### src/rtl/cam_msg_reader.sv
// cam_msg_reader: read-side controller for the FIX message CAM buffer.
// Accepts a start/end descriptor, reads each word (with address wrap),
// streams it over valid/ready with sop/eop, then pulses a release.
module cam_msg_reader #(
    parameter int DATA_WIDTH = 32,
    parameter int ADDR_WIDTH = 5
) (
    input  logic                  clk,
    input  logic                  rst_n,
    input  logic                  msg_valid_i,
    input  logic [ADDR_WIDTH-1:0] start_addr_i,
    input  logic [ADDR_WIDTH-1:0] end_addr_i,
    output logic                  msg_ready_o,
    output logic                  rd_en_o,
    output logic [ADDR_WIDTH-1:0] rd_addr_o,
    input  logic [DATA_WIDTH-1:0] rd_data_i,
    output logic [DATA_WIDTH-1:0] data_o,
    output logic                  data_valid_o,
    input  logic                  data_ready_i,
    output logic                  sop_o,
    output logic                  eop_o,
    output logic                  msg_done_o,
    output logic [ADDR_WIDTH-1:0] free_addr_o
);

    typedef enum logic [2:0] {
        IDLE = 3'd0,
        READ = 3'd1,
        WAIT = 3'd2,
        SEND = 3'd3,
        DONE = 3'd4
    } state_e;

    state_e                  state_q, state_d;
    logic [ADDR_WIDTH-1:0]   rd_ptr_q, rd_ptr_d;
    logic [ADDR_WIDTH-1:0]   remaining_q, remaining_d;  // words left after the current one
    logic                    first_q, first_d;
    logic [DATA_WIDTH-1:0]   data_q, data_d;

    logic last_word;
    assign last_word = (remaining_q == '0);

    // State and datapath registers; reset aborts any message in flight.
    always_ff @(posedge clk or negedge rst_n) begin
        if (!rst_n) begin
            state_q     <= IDLE;
            rd_ptr_q    <= '0;
            remaining_q <= '0;
            first_q     <= 1'b0;
            data_q      <= '0;
        end else begin
            state_q     <= state_d;
            rd_ptr_q    <= rd_ptr_d;
            remaining_q <= remaining_d;
            first_q     <= first_d;
            data_q      <= data_d;
        end
    end

    // Next-state and datapath update: one read, one capture, one send per word.
    always_comb begin
        state_d     = state_q;
        rd_ptr_d    = rd_ptr_q;
        remaining_d = remaining_q;
        first_d     = first_q;
        data_d      = data_q;
        unique case (state_q)
            IDLE: begin
                if (msg_valid_i) begin
                    rd_ptr_d    = start_addr_i;
                    // Modular difference handles wrapped messages and the full buffer.
                    remaining_d = end_addr_i - start_addr_i;
                    first_d     = 1'b1;
                    state_d     = READ;
                end
            end
            READ: state_d = WAIT;
            WAIT: begin
                data_d  = rd_data_i;
                state_d = SEND;
            end
            SEND: begin
                if (data_ready_i) begin
                    if (last_word) begin
                        state_d = DONE;
                    end else begin
                        rd_ptr_d    = rd_ptr_q + 1'b1;
                        remaining_d = remaining_q - 1'b1;
                        first_d     = 1'b0;
                        state_d     = READ;
                    end
                end
            end
            DONE:    state_d = IDLE;
            default: state_d = IDLE;
        endcase
    end

    // Outputs decoded from registered state only.
    always_comb begin
        msg_ready_o  = (state_q == IDLE);
        rd_en_o      = (state_q == READ);
        rd_addr_o    = rd_ptr_q;
        data_o       = data_q;
        data_valid_o = (state_q == SEND);
        sop_o        = (state_q == SEND) && first_q;
        eop_o        = (state_q == SEND) && last_word;
        msg_done_o   = (state_q == DONE);
        // rd_ptr sits on the last word in DONE, so +1 is the first free slot.
        free_addr_o  = rd_ptr_q + 1'b1;
    end

endmodule

### config.mk
export PLATFORM = sky130hd
export DESIGN_NAME = cam_msg_reader
export DESIGN_NICKNAME = d
export VERILOG_FILES = /design/src/rtl/cam_msg_reader.sv
export SDC_FILE = /design/constraint.sdc
export NUM_CORES = 1
export LEC_CHECK = 0
export CORE_ASPECT_RATIO = 0.5
export CORE_MARGIN = 2
export CORE_UTILIZATION = 45
export DETAILED_ROUTE_END_ITERATION = 8
export PLACE_DENSITY = 0.87
export SYNTH_ARGS = -nofsm -noshare
export SYNTH_HDL_FRONTEND = slang
export SYNTH_SLANG_ARGS = --single-unit
export TNS_END_PERCENT = 100
### constraint.sdc
create_clock -name clk -period 5.5 [get_ports clk]
set_input_delay 0.825 -clock clk [delete_from_list [all_inputs] [get_ports clk]]
set_output_delay 0.825 -clock clk [all_outputs]
set_load 0.01 [all_outputs]
==> results.toml <==
[run_status]
status = "complete, no violations"

[cells_and_area]
drive_above_1_share_pct = 16.73
insertedDiodeCount = 0
n_fill_cell = 334
final_nets = 327
final_cell_mix = "92 x clkdlybuf4s50_1, 46 x dfrtp_1, 32 x mux2_2"
fin_area_um2 = 3258
area_delta_synth_final_pct = 49.40
finalNonFillerCells = 341
final_common_cell = "clkdlybuf4s50_1"

[critical_path]
crit_path_start_kind = "flip-flop"
worstSetupPathType = "flip-flop to primary output"
path_delay_family = "buffers and inverters"
critical_path_required_ns = 4.68
setup.worst_path.end = "sop_o"
critical_path_depth = 4
reg2reg_depth = 6
rrSetupSlack_ns = 3.31
crit_arrival_ns = 2.39
cp_slowest_cell = "clkdlybuf4s50_1"
cp_num_buf_inv = 2
crit_path_max_fanout = 15
max_stage_delay_ns = 0.53
worstReg2RegStart = "remaining_q[0]$_DFFE_PN0P_"
crit_path_cell_trace = "nand3b_1, inv_1, and2_1, clkdlybuf4s50_1"
critPathLaunch = "state_q[2]$_DFFE_PN0P_"
regToRegEndpoint = "rd_addr_o[2]$_DFFE_PN0P_"
end_kind = "primary output"

[flow_run]
max-cap-violations = 0

[sta]
slew_headroom_pct = 32.48
fin_crit_ns = 3.216
hold_ws_ns = 0.5066
clock_skew_ns = 0.007365
hold_viol = 0
rsz0062_at_grt = "false"
period_share_pct = 58.48
setup_viol_count_final = 0
fmax_mhz = 310.9
fin_setup_tns_ns = 0
tightest_slew_ns = 1.013
final-max-slew-violation-count = 0

[floorplanning]
fp.dieW_um = 102.5
ioPinCount = 94
dieArea_um2 = 5453
die_y_um = 53.23
initial_core_util_pct = 48.14
fp-row-count = 17
coreArea_um2 = 4531

[route]
drt_iter0_drc = 49
wirelength_um = 5108
drtPass1Iterations = 4
drc_errors = 0
num_vias = 1713
wl_per_cell_um = 14.98
antenna_left = 0
vias_per_cell = 5.023

[worst_hold_path]
hold_class = "flip-flop to flip-flop"

[grt]
grt_pass1_vias = 1711
gr-total-overflow = 0
antenna_found_initial = 0
met1_usage_pct = 21.40
grt_max_degree = 47
grt_use_met2_pct = 37.15
top_usage_layer = "met2"
grt_pass1_wl_um = 7852
grt_usage_pct = 19.17
grt.met3_usage_pct = 4.624

[synthesis]
synth-seq-cells = 46
synth_area_um2 = 2181
syn_nets = 235
syn-instance-count = 182
seq_area_frac_synth_pct = 52.78
synthDistinctLibCells = 35
syn_area_per_cell_um2 = 11.98
synth_warnings = 0

[place]
dp.final_hpwl_um = 3890
place_area_um2 = 3148
routabilityCongestion = 0.8069
placed_cells = 333
io_buffers = 93

[cts]
clkTransAtPathRegs_ns = 0.08
cts_tree = "built"
post_cts_resize_count = 0
root_buffer = "clkbuf_8"
htree_num_levels = 2
post_cts_buffers = 0
clkLatencyLatePin_ns = 0.30
cts.sinks = 46
cts_buffers = 5
hold_buffers = 0
cts_buffer_depth = 2

[pwr]
cellPowerDensity_nw_per_um2 = 558.0
power_mw = 1.818
power.leakage_nw = 1.363
ir_worst_vdd_v = 0.0002062
## cells in the mapped netlist, drive strengths merged
cell type	instances	area, µm²
dfrtp	46	1151
nor2	10	37.54
o22a	1	8.760
xnor2	4	35.03
o21bai	2	15.01
a22oi	1	7.510
nand3	4	20.02
buf	9	51.30
or4b	1	10.01
mux2i	1	10.01
ha	6	75.07
a21oi	10	57.56
a21o	2	15.01
o221ai	1	8.760
nand2b	1	6.260
and2	3	18.77
nor3	4	20.02
nor3b	1	7.510
nor4b	1	15.01
o22ai	1	6.260
xor2	3	26.28
and3	1	6.260
inv	11	41.29
a211oi	1	7.510
o21ai	8	40.04
a31oi	4	40.04
nand3b	2	15.01
nand2	8	30.03
a2bb2oi	2	17.52
fa	1	20.02
mux2	32	360.4
## area by class of cell
cell class              count  area, µm²  area share (%)
flip-flops and latches     46       1151           35.33
multi-input cells         116      939.7           28.84
repair buffers             94      933.4           28.65
well taps                  66      82.58           2.535
clock buffers               6      72.57           2.227
inverters                  11      41.29           1.267
clock inverters             2      37.54           1.152
## where the power goes
| group | total [mW] | internal, mW | switching (mW) |
|---|---|---|---|
| clock | 0.250 | 0.136 | 0.114 |
| sequential | 0.620 | 0.507 | 0.113 |
| combinational | 0.948 | 0.555 | 0.393 |
## metal layers
layer / up-vias / share of wire [%]
li1: 815 / -
met1: 845 / 39
met4: 0 / 0.82
met5: - / 0
met2: 47 / 55
met3: 6 / 4.9
## flip-flops by register name, indices dropped and copies added, names as in the netlist
name / count
data_o: 32
first_q: 1
rd_addr_o: 5
remaining_q: 5
state_q: 3
## through the flow
step | utilization [%] | setup WS [ns]
2_1_floorplan | - | 3.268
3_3_place_gp | 69.48 | 2.688
3_5_place_dp | 69.48 | 2.650
4_1_cts | 71.91 | 2.307
5_1_grt | 71.91 | 2.131
6_report | 71.91 | 2.284
## worst min-delay path by stage
stage / from / end / slack, ns / cells after the start
after CTS: data_o[11]$_DFFE_PN0N_ / data_o[11]$_DFFE_PN0N_ / 0.51 / 1
after global placement: first_q$_DFFE_PN0P_ / first_q$_DFFE_PN0P_ / 0.45 / 2
after floorplan: first_q$_DFFE_PN0P_ / first_q$_DFFE_PN0P_ / 0.44 / 2
after global routing: data_o[15]$_DFFE_PN0N_ / data_o[15]$_DFFE_PN0N_ / 0.53 / 1
final: first_q$_DFFE_PN0P_ / first_q$_DFFE_PN0P_ / 0.51 / 2
after detailed placement: data_o[11]$_DFFE_PN0N_ / data_o[11]$_DFFE_PN0N_ / 0.49 / 1
## cell families after synthesis
family,after synthesis,share of synthesized area (%)
xor gates and xnor gates,7,2.811
AOI/OAI and AO/OA,33,10.27
DFF,46,52.78
muxes,33,16.98
adders and majority gates,7,4.360
buffers and inverters,20,4.246
and+or+nand+nor,36,8.549
## worst register-to-register path: cells and delay by family, from the launching register on
kind                       cells  cell delay (ns)
buffers and inverters          1             0.08
and+or+nand+nor                2             0.72
adders and majority gates      1             0.19
AOI/OAI and AO/OA              2             0.65
DFF                            1             0.45
No activity file was read; power rests on OpenSTA's default activity.
